<file path="config.mk">
export PLATFORM = sky130hd
export DESIGN_NAME = logic_unit_arbiter
export DESIGN_NICKNAME = d
export VERILOG_FILES = /design/src/rtl/logic_unit_arbiter.sv
export SDC_FILE = /design/constraint.sdc
export NUM_CORES = 1
export LEC_CHECK = 0
export CAP_MARGIN = 20
export CORE_AREA = 2 2 127 129
export CTS_CLUSTER_DIAMETER = 80
export DETAILED_ROUTE_END_ITERATION = 8
export DIE_AREA = 0 0 129 131
export GPL_TIMING_DRIVEN = 1
export MAX_ROUTING_LAYER = met4
export PLACE_DENSITY = 0.79
export SLEW_MARGIN = 20
export SYNTH_ARGS = -nofsm -noshare
export SYNTH_HDL_FRONTEND = slang
export SYNTH_SLANG_ARGS = --single-unit
</file>
<file path="constraint.sdc">
create_clock -name clk -period 7.85 [get_ports clk]
set_clock_uncertainty 0.05 [all_clocks]
set_input_delay 0.785 -clock clk [delete_from_list [all_inputs] [get_ports clk]]
set_output_delay 0.785 -clock clk [all_outputs]
set_load 0.05 [all_outputs]
</file>
<file path="src/rtl/logic_unit_arbiter.sv">
// rtl/logic_unit_arbiter.sv - round-robin arbiter sharing one bitwise logic unit
module logic_unit_arbiter #(
    parameter int NREQ = 4,
    parameter int DW   = 32,
    parameter int IDW  = 2,
    parameter int CW   = 16
) (
    input  logic               clk,
    input  logic               rst_n,
    input  logic [NREQ-1:0]    req_valid,
    output logic [NREQ-1:0]    req_ready,
    input  logic [NREQ*DW-1:0] req_a,
    input  logic [NREQ*DW-1:0] req_b,
    input  logic [NREQ*2-1:0]  req_op,
    output logic               rsp_valid,
    input  logic               rsp_ready,
    output logic [DW-1:0]      rsp_data,
    output logic [IDW-1:0]     rsp_id,
    output logic               busy,
    output logic [CW-1:0]      op_count
);

    localparam logic [IDW-1:0] LAST_RST = IDW'(NREQ - 1);

    logic             rsp_valid_q;
    logic [DW-1:0]    rsp_data_q;
    logic [DW-1:0]    rsp_data_d;
    logic [IDW-1:0]   rsp_id_q;
    logic [IDW-1:0]   last_q;
    logic [CW-1:0]    op_count_q;

    logic             slot_free;
    logic             drain;
    logic             grant_valid;
    logic [IDW-1:0]   grant_idx;
    logic [IDW-1:0]   cand_idx;
    logic [DW-1:0]    a_sel;
    logic [DW-1:0]    b_sel;
    logic [1:0]       op_sel;

    // The slot can take a new result when empty or when it drains this cycle
    assign slot_free = !rsp_valid_q || rsp_ready;
    assign drain     = rsp_valid_q && rsp_ready;

    // Rotating-priority search starting one past the last granted requester
    always_comb begin
        grant_valid = 1'b0;
        grant_idx   = '0;
        cand_idx    = '0;
        req_ready   = '0;
        if (slot_free) begin
            for (int k = 1; k <= NREQ; k++) begin
                cand_idx = IDW'((int'(last_q) + k) % NREQ);
                if (!grant_valid && req_valid[cand_idx]) begin
                    grant_valid = 1'b1;
                    grant_idx   = cand_idx;
                end
            end
        end
        if (grant_valid) begin
            req_ready[grant_idx] = 1'b1;
        end
    end

    // Operand and opcode steering from the granted requester only
    always_comb begin
        a_sel  = '0;
        b_sel  = '0;
        op_sel = 2'b00;
        for (int i = 0; i < NREQ; i++) begin
            if (grant_idx == IDW'(i)) begin
                a_sel  = req_a[i*DW +: DW];
                b_sel  = req_b[i*DW +: DW];
                op_sel = req_op[i*2 +: 2];
            end
        end
    end

    // Shared bitwise logic unit
    always_comb begin
        rsp_data_d = '0;
        case (op_sel)
            2'b00:   rsp_data_d = a_sel & b_sel;
            2'b01:   rsp_data_d = a_sel | b_sel;
            2'b10:   rsp_data_d = a_sel ^ b_sel;
            default: rsp_data_d = ~(a_sel | b_sel);
        endcase
    end

    // Response slot, round-robin pointer and saturating completion counter
    always_ff @(posedge clk or negedge rst_n) begin
        if (!rst_n) begin
            rsp_valid_q <= 1'b0;
            rsp_data_q  <= '0;
            rsp_id_q    <= '0;
            last_q      <= LAST_RST;
            op_count_q  <= '0;
        end else begin
            if (grant_valid) begin
                rsp_valid_q <= 1'b1;
                rsp_data_q  <= rsp_data_d;
                rsp_id_q    <= grant_idx;
                last_q      <= grant_idx;
            end else if (drain) begin
                rsp_valid_q <= 1'b0;
            end
            if (drain && (op_count_q != {CW{1'b1}})) begin
                op_count_q <= op_count_q + 1'b1;
            end
        end
    end

    assign rsp_valid = rsp_valid_q;
    assign rsp_data  = rsp_data_q;
    assign rsp_id    = rsp_id_q;
    assign op_count  = op_count_q;
    assign busy      = rsp_valid_q || (|req_valid);

endmodule

</file>
# ---- Word-level counts from Yosys, hierarchy flattened
# Cells that the tools add are included.
# Widths: inputs -> output; s select.
dict set report totals {
  ff_bits 53
  out_inout_bits 56
  wordCells 81
}
dict set report classes {
  add_sub_neg 5
  order_cmp 6
  eq_ne 6
  mux 39
  bitwise 4
  n_reduce_logical 16
}
# op n
set op_table {}
lappend op_table {{$mux 32} 8}
lappend op_table {{$pmux 32 s3} 1}
lappend op_table {{$and 32x32->32} 1}
lappend op_table {{$not 32->32} 1}
lappend op_table {{$or 32x32->32} 1}
lappend op_table {{$xor 32x32->32} 1}
lappend op_table {{$mux 2} 9}
lappend op_table {{$add 16x1->16 const B} 1}
lappend op_table {{$ne 16x16->1 const B} 1}
lappend op_table {{$lt 2x3->1 const B} 5}
lappend op_table {{$mux 1} 15}
lappend op_table {{$bmux 1 s2} 4}
lappend op_table {{$eq 2x2->1 const B} 3}
lappend op_table {{$logic_and 1x1->1} 6}
lappend op_table {{$add 2x1->2 const B} 2}
lappend op_table {{$add 2x2->2 const B} 2}
lappend op_table {{$eq 2x1->1 const B} 2}
lappend op_table {{$logic_not 1->1} 4}
lappend op_table {{$logic_not 2->1} 2}
lappend op_table {{$mux 4} 1}
lappend op_table {{$reduce_or 4->1} 1}
lappend op_table {{$demux 1 s2} 1}
lappend op_table {{$ge 2x1->1 const B} 1}
lappend op_table {{$logic_or 1x1->1} 2}
lappend op_table {{$reduce_bool 2->1} 1}

# ---- Longest topological paths before layout
# Gate-level depths: netlist of the first run.
dict set report depth {
  ltp_word 25
  mapped_depth 14
  mapped_depth_nobuf 10
}

# ---- Worst setup path before layout of the first run
# OpenSTA, ideal clock, no wires.
dict set report synth_path {
  kind {input-to-output}
  start {input req_valid[3]}
  end {output req_ready[3]}
  arrival_time_ps 2584
  required_time_ps 7015
  setup_slack_ps 4431
  cell_stages 7
  path_cell_list {buf_4 -> nand2_1 -> a211oi_1 -> nand2_1 -> buf_2 -> buf_2 -> nor2_1}
}
dict set report synth_via {
  elab_chain_cells 21
  word_cells_on_any_way 33
  classes_between {order compare: 2; mux: 24; reduce/logical: 7}
}
# item line_no
set synth_lines {}
lappend synth_lines {{start: declaration} 10} ;# input logic [NREQ-1:0] req_valid,
lappend synth_lines {{$bmux 1 s2} 54} ;# if (!grant_valid && req_valid[cand_idx]) begin
lappend synth_lines {{$mux 1 (not written as such)} 54}
lappend synth_lines {{$mux 1} 54}
lappend synth_lines {{$mux 1} 51} ;# if (slot_free) begin
lappend synth_lines {{$logic_not 1->1} 54}
lappend synth_lines {{$logic_and 1x1->1} 54}
lappend synth_lines {{$mux 1} 54}
lappend synth_lines {{$mux 1} 51}
lappend synth_lines {{[5 not listed]} --}
lappend synth_lines {{$logic_and 1x1->1} 54}
lappend synth_lines {{$mux 2} 54}
lappend synth_lines {{$mux 2} 51}
lappend synth_lines {{$lt 2x3->1 (not written as such) or $ge 2x1->1 (tied branches)} 61} ;# req_ready[grant_idx] = 1'b1;
lappend synth_lines {{$logic_and 1x1->1 (not written as such)} 61}
lappend synth_lines {{$mux 1 (not written as such)} 61}
lappend synth_lines {{$demux 1 s2} 61}
lappend synth_lines {{$mux 4 (*)} 60} ;# if (grant_valid) begin
lappend synth_lines {{end: declaration} 11} ;# output logic [NREQ-1:0] req_ready,
# Mark *: on every way between the ends. The rest lies on a longest branch, timed or not. The select of a mux whose other input is x is not followed.

# ---- Final worst setup path of the first run
# Ends and elaborated chain as after synthesis.

==> impl_results.md, run 1 <==
* NumNets Final at 1,288
* Final Hold Fails at 0
* Clock sink count at 53
* Number of clock buffers inserted by TritonCTS at 5
* Number of antenna violations at the first check in global routing at 0
* Category of the most critical setup path: primary input to primary output
* Number of synthesis warnings at 0
* 1st-pass router iterations at 4
* Layout cells sized above 1 at 9.97%
* Core Footprint at 15,600 um^2
* Count of placed standard cells including taps at 1,160
* Top flip-flop cell by instance count after synthesis: sky130_fd_sc_hd__dfrtp_1
* Power per cell area at between 200 and 250 nW/um^2
* Die extent in x at 129 um
* Count of vias placed by the detailed router at 5,785
* Number of placement rows at 46
* First-pass GRT wire length at 28.2 mm
* Total standard cell area after synthesis at 6490 um^2
* Maximum achievable frequency at just over 200 MHz
* Register area share after synthesis at 20.5%
* Detail Route Antenna Nets at 0
* Final clock period utilization by the worst path at 62.2%
* Post-synthesis async set-or-reset flop share at 100%
* Slew Viols, Final at 0
* EDFF count, synth at 0
* Worst min-delay path class: register to register
* DRC errors left at 0
* Worst Min Path Start: rsp_id[1]
* Mean cell area of the mapped netlist at 9.94 um^2
* Layout Area Growth over Synthesis at 54.7%
* CP required at 7.01 ns
* Die Ht at 131 um
* Number of I/O pins at 327
* Relative slew slack at 41.8%
* Wire length after detailed routing at about 19 mm
* Maximum number of pins on one net before global-route repair at 65
* Gate count of the mapped netlist at 653
* Number of vias per cell at 4.95
* Wire length per cell after detailed routing at 16.2 um
* Run status: finished clean
* Unrepaired setup endpoints after global routing: false
* Number of buffers added to fix hold violations after cts at 0
* Max-cap violation count at 0
* Distinct cells, synth at 47
* Total Die Area at 16,900 um^2
* Number of endpoints failing setup at the final stage at 0
* Maximum level of the CTS H-tree at 2
* Number of buffers added on ports at 326
* Maximum resistive drop on vdd at 0.119 mV
* Element type at the critical path end: primary output
* Post-CTS Setup Repair Bufs at 0
* HPWL after DPL at 15.0 mm
* Final global-route overflow total at 0
* FILL cells at between 1k and 1.5k
* TritonCTS clock tree: yes
* Setup crit start: req_valid[3]
* Leakage at roughly 4.7 nW
* Number of standard cells in the final layout excluding fillers at roughly 1.2k
* Signal arrival time at the worst endpoint at ~4.0 ns
* Element type at the critical path start: primary input
* FF+latch count, synth at 53
* Antenna Diode Count at 0
* Worst-margin pin slew at 0.866 ns
* Vias in the first global route at 5,568
* Time the final worst path needs with I/O delays and setup at 4.88 ns
* Final core utilization at 64.4%
* Register clock-pin slew on the reported worst setup and hold paths at 0.07 ns
* Starting Density at 41.6%
* Setup TNS at 0 ns
* Worst-skew pair later-pin latency at 0.30 ns
* First-iteration detailed-routing DRC count at 190
* Routability Congestion at between 0.7 and 0.8
* Synthesized netlist net count at 989
* Max FO, Critical Path at 44
* Post-CTS Resized at 0
* Max clock buf depth at 2
* Cell chosen for the clock root: sky130_fd_sc_hd__clkbuf_16
* Worst hold slack at around 0.45 ns
* Global-route total usage across every layer at 21.5%
* Launch point of the worst reg-to-reg path: last_q[1]
==> synthesized netlist by cell type (2+ instances only) <==
| library cell | n | area [um^2] |
|---|---|---|
| sky130_fd_sc_hd__nand3_1 | 10 | 50.1 |
| sky130_fd_sc_hd__inv_1 | 68 | 255 |
| sky130_fd_sc_hd__nor3_1 | 2 | 10.0 |
| sky130_fd_sc_hd__a221oi_2 | 29 | 435 |
| sky130_fd_sc_hd__nor4_1 | 3 | 18.8 |
| sky130_fd_sc_hd__dfstp_2 | 2 | 52.6 |
| sky130_fd_sc_hd__nand4_1 | 4 | 25.0 |
| sky130_fd_sc_hd__and2_1 | 4 | 25.0 |
| sky130_fd_sc_hd__nand2_1 | 22 | 82.6 |
| sky130_fd_sc_hd__nor2b_1 | 3 | 18.8 |
| sky130_fd_sc_hd__buf_6 | 4 | 45.0 |
| sky130_fd_sc_hd__mux2_2 | 32 | 360 |
| sky130_fd_sc_hd__dfrtp_1 | 51 | 1280 |
| sky130_fd_sc_hd__nor2_1 | 42 | 158 |
| sky130_fd_sc_hd__clkbuf_1 | 9 | 33.8 |
| sky130_fd_sc_hd__xnor2_1 | 42 | 368 |
| sky130_fd_sc_hd__buf_2 | 14 | 70.1 |
| sky130_fd_sc_hd__mux2i_1 | 194 | 1940 |
| sky130_fd_sc_hd__xor2_1 | 5 | 43.8 |
| sky130_fd_sc_hd__and4_1 | 2 | 17.5 |
| sky130_fd_sc_hd__buf_1 | 5 | 18.8 |
| sky130_fd_sc_hd__ha_1 | 65 | 813 |
| sky130_fd_sc_hd__buf_12 | 3 | 60.1 |
| sky130_fd_sc_hd__and3_1 | 3 | 18.8 |
| sky130_fd_sc_hd__a21oi_1 | 2 | 10.0 |
| sky130_fd_sc_hd__buf_4 | 6 | 45.0 |
| sky130_fd_sc_hd__nand2b_1 | 6 | 37.5 |
| sky130_fd_sc_hd__a221oi_1 | 2 | 17.5 |
==> path summary, 6_finish.rpt <==
path	endpoint	slack (ns)	cells past startpoint
setup reg to reg	rsp_data[30]	3.91	9
hold / removal	rsp_id[1]	0.45	2
setup / recovery	req_ready[3]	2.97	7
hold reg to reg	rsp_id[1]	0.45	2
max in group asynchronous	rsp_data[13]	6.69	2
min in group asynchronous	op_count[8]	0.57	2
==> area by class of cell <==
cell class | count | area (um^2) | share of cell area, %
clock buffers | 5 | 125 | 1.25
clock inverters | 3 | 65.1 | 0.648
well taps | 216 | 270 | 2.69
repair buffers | 334 | 3340 | 33.3
multi-input cells | 490 | 4660 | 46.4
inverters | 68 | 255 | 2.54
flip-flops and latches | 53 | 1330 | 13.2
==> power breakdown <==
group          internal (mW)  leakage, nW  switching (mW)
Combinational          0.667         4.02           0.858
Sequential             0.371        0.625          0.0724
Clock                  0.182       0.0938           0.104
==> routing by layer <==
metal	vias up	GRT usage (%)	routed length [um]
met1	2709	26.5	8120
met3	7	3.38	1130
met2	184	38.0	9530
li1	2885	-	-
met4	0	3.26	129
met5	-	-	0
==> sequential cells by signal (all words and copies together), names as in the netlist <==
| signal | flops |
|---|---|
| rsp_valid | 1 |
| last_q | 2 |
| op_count | 16 |
| rsp_id | 2 |
| rsp_data | 32 |
==> cells in the final DEF (no fill, tap or decap), types with 2 or more instances in the layout <==
cell,instances
sky130_fd_sc_hd__mux2_2,32
sky130_fd_sc_hd__dfstp_2,2
sky130_fd_sc_hd__a221oi_1,2
sky130_fd_sc_hd__bufinv_16,2
sky130_fd_sc_hd__and3_1,3
sky130_fd_sc_hd__a221oi_2,29
sky130_fd_sc_hd__mux2i_1,194
sky130_fd_sc_hd__and4_1,2
sky130_fd_sc_hd__o211a_4,2
sky130_fd_sc_hd__nor2_1,40
sky130_fd_sc_hd__clkdlybuf4s50_1,325
sky130_fd_sc_hd__and2_1,3
sky130_fd_sc_hd__nor4_1,3
sky130_fd_sc_hd__clkbuf_16,5
sky130_fd_sc_hd__buf_4,7
sky130_fd_sc_hd__ha_1,65
sky130_fd_sc_hd__nor2_4,2
sky130_fd_sc_hd__a21oi_1,2
sky130_fd_sc_hd__nand2_1,21
sky130_fd_sc_hd__nand3_1,10
sky130_fd_sc_hd__inv_1,68
sky130_fd_sc_hd__nand4_1,4
sky130_fd_sc_hd__xnor2_1,42
sky130_fd_sc_hd__xor2_1,5
sky130_fd_sc_hd__dfrtp_1,51
sky130_fd_sc_hd__nand2b_1,6
sky130_fd_sc_hd__nor2b_1,3
==> metrics by stage <==
stage	cell area (um^2)	worst slack (ns)	total power, mW
floorplan	6490	4.43	1.51
global placement	9820	2.98	1.96
detailed placement	9820	2.98	1.98
CTS	10000	2.97	2.28
global route	10000	2.79	2.40
finish	10000	2.97	2.25
==> worst max-delay path, cell delays in order <==
cell and delay, ns:
sky130_fd_sc_hd__clkdlybuf4s50_1 0.64, sky130_fd_sc_hd__nor2_1 0.11, sky130_fd_sc_hd__a211oi_1 0.56, sky130_fd_sc_hd__nand2_4 0.42, sky130_fd_sc_hd__buf_4 0.47, sky130_fd_sc_hd__nor2_1 0.19, sky130_fd_sc_hd__clkdlybuf4s50_1 0.82
==> cells by family after synthesis <==
| logic type | after synthesis | synth area share (%) |
|---|---|---|
| buffers and inverters | 110 | 8.37 |
| flip-flops | 53 | 20.5 |
| AND/OR/NAND/NOR | 106 | 7.73 |
| adder cells (fa/ha/maj) | 65 | 12.5 |
| multiplexers | 227 | 35.6 |
| XOR/XNOR | 47 | 6.34 |
| AO/OA/AOI/OAI | 45 | 8.92 |
No activity file was read; power rests on OpenSTA's default activity.
==> run 2: changes to the inputs <==
--- a/config.mk
+++ b/config.mk
@@ -6,13 +6,13 @@
 export NUM_CORES = 1
 export LEC_CHECK = 0
 export CAP_MARGIN = 20
-export CORE_AREA = 2 2 127 129
+export CORE_AREA = 2 2 128 130
 export CTS_CLUSTER_DIAMETER = 80
 export DETAILED_ROUTE_END_ITERATION = 8
-export DIE_AREA = 0 0 129 131
+export DIE_AREA = 0 0 130 132
 export GPL_TIMING_DRIVEN = 1
 export MAX_ROUTING_LAYER = met4
-export PLACE_DENSITY = 0.79
+export PLACE_DENSITY = 0.78
 export SLEW_MARGIN = 20
 export SYNTH_ARGS = -nofsm -noshare
 export SYNTH_HDL_FRONTEND = slang
==> constraint.sdc (replaced) <==
create_clock -name clk -period 4.6 [get_ports clk]
set_clock_uncertainty 0.05 [all_clocks]
set_input_delay 0.46 -clock clk [delete_from_list [all_inputs] [get_ports clk]]
set_output_delay 0.46 -clock clk [all_outputs]
set_load 0.05 [all_outputs]
==> impl_results.md, run 2 (same netlist as run 1, synthesis figures left out) <==
* Run status: finished clean
* Worst flop-to-flop path endpoint: rsp_data[25]
* Element type at the critical path start: primary input
* Buffers & Inverters on Critical Path at 2
* First-iteration detailed-routing DRC count at 172
* Number of cells on the worst reg-to-reg path at 9
* Signal arrival time at the worst endpoint at about 3.2 ns
* Internal power contribution at between 1.5 and 2 mW
* Total Die Area at about 17,000 um^2
* NumNets Final at roughly 1.3k
* Antenna Diode Count at 0
* Count of placed standard cells including taps at 1,164
* Maximum level of the CTS H-tree at 2
* Worst-margin pin slew at 0.889 ns
* Routability Congestion at 0.900
* Worst-case setup slack after placement at 0.755 ns
* Vias in the first global route at 5,970
* TritonCTS clock tree: yes
* End point of the critical path: req_ready[2]
* Worst-skew pair later-pin latency at 0.29 ns
* Clock sink count at 53
* Max-cap violation count at 0
* Top cell by count, worst path: sky130_fd_sc_hd__clkdlybuf4s50_1
* CP required at 4.09 ns
* Power per cell area at between 300 and 400 nW/um^2
* Final core utilization at between 60% and 70%
* Slew Viols, Final at 0
* Total cell area at the placement stage at about 10000 um^2
* Sequential power share at 20.1%
* Launch point of the worst reg-to-reg path: last_q[1]
* Final global-route overflow total at 0
* Number of I/O pins at between 300 and 400
* DRC errors left at 0
* Starting Density at 41.3%
* Maximum resistive drop on vdd at 0.242 mV
* Post-CTS Resized at 0
* Worst min-delay path class: primary input to async pin
* Max incr delay on CP at between 0.8 and 0.9 ns
* Max FO, Critical Path at 17
* Least setup slack across all paths after layout at roughly 0.90 ns
* Worst hold slack at 0.259 ns
* Leading cell type in the layout, fill and taps excluded: sky130_fd_sc_hd__clkdlybuf4s50_1
* Detail Route Antenna Nets at 0
* Levels on crit path at 6
* Unrepaired setup endpoints after global routing: false
* Number of vias per cell at 5.00
* Max clock buf depth at 2
* Share of power burned in the clock network at 10.5%
* Wire length after detailed routing at 19.7 mm
* Slack of the worst reg-to-reg path at 1.32 ns
* HPWL after DPL at 15.8 mm
* Number of clock buffers inserted by TritonCTS at 5
* Cell chosen for the clock root: sky130_fd_sc_hd__clkbuf_16
* Wire length per cell after detailed routing at 16.8 um
* Number of buffers added to fix hold violations after cts at 0
* Count of vias placed by the detailed router at 5,863
* Number of placement rows at between 40 and 50
* Element type at the critical path end: primary output
* CP cell instances: clkdlybuf4s50_1 > nor2_1 > a211oi_1 > and2_4 > and2_1 > clkdlybuf4s50_1
* First-pass GRT wire length at 30.9 mm
* Overall power of the completed layout at 3.77 mW
* Layout cells sized above 1 at 10.2%
* Number of buffers added on ports at 326
* Number of endpoints failing setup at the final stage at 0
* Switching portion of total power at 47.0%
* Post-CTS Setup Repair Bufs at 0
* Layout Area Growth over Synthesis at 54.9%
* Switching power at 1.77 mW
* Final clock period utilization by the worst path at between 80 and 90%
* Setup TNS at 0 ns
* Setup crit start: req_valid[3]
* Logic gate share of total power at 69.4%
* Core Footprint at 15,700 um^2
* Family with the most delay on the worst path: buffers and inverters
* Relative slew slack at around two fifths
* Die Ht at 132 um
* Maximum number of pins on one net before global-route repair at 65
* Register clock-pin slew on the reported worst setup and hold paths at 0.07 ns
* Time the final worst path needs with I/O delays and setup at between 3 and 4 ns
* Commonest non-fill, non-tap cells in the layout: sky130_fd_sc_hd__clkdlybuf4s50_1, sky130_fd_sc_hd__mux2i_1, sky130_fd_sc_hd__inv_1, sky130_fd_sc_hd__ha_1, sky130_fd_sc_hd__dfrtp_1
* 1st-pass router iterations at 4
* Number of flip-flops under the largest register name at 32
* Final Hold Fails at 0
* Die extent in x at 130 um
* Post-Layout Inst Area at 10,100 um^2
* Standard cell with the maximum stage delay on the critical path: sky130_fd_sc_hd__clkdlybuf4s50_1
* Maximum achievable frequency at 270 MHz
* Number of antenna violations at the first check in global routing at 0
* Leakage at 4.74 nW
* Number of standard cells in the final layout excluding fillers at approximately 1.2k
* Category of the most critical setup path: primary input to primary output
* Global-route total usage across every layer at roughly 23%
==> run 2: how the worst min path moves through the flow <==
| stage | end | slack (ns) | from | cells after the start |
|---|---|---|---|---|
| floorplan | op_count[0] | 0.11 | rst_n | 0 |
| global placement | rsp_id[1] | 0.41 | rsp_id[1] | 2 |
| detailed placement | rsp_id[1] | 0.42 | rsp_id[1] | 2 |
| CTS | rsp_data[7] | 0.30 | rst_n | 2 |
| global route | rsp_data[30] | 0.31 | rst_n | 2 |
| finish | op_count[15] | 0.26 | rst_n | 2 |
==> run 2: cell type report <==
type,count,area (um^2)
Inverter,68,255
Tap cell,216,270
Multi-Input combinational cell,490,4660
Fill cell,1398,5660
Timing Repair Buffer,338,3390
Sequential cell,53,1330
Clock inverter,1,7.51
Clock buffer,7,143
==> run 2: metal layers <==
metal	global-route usage (%)	vias up	wire length (um)
met2	40.8	204	10000
li1	-	2894	-
met1	27.4	2747	7940
met4	4.30	0	308
met3	4.14	18	1410
met5	-	-	0
==> run 2: power groups by stage <==
stage | Combinational, mW | Clock (mW) | Sequential, mW
3_3_place_gp | 2.59 | 0 | 0.763
5_1_grt | 2.82 | 0.429 | 0.783
6_report | 2.62 | 0.396 | 0.757
4_1_cts | 2.64 | 0.411 | 0.759
2_1_floorplan | 1.28 | 0 | 1.30
3_5_place_dp | 2.63 | 0 | 0.764
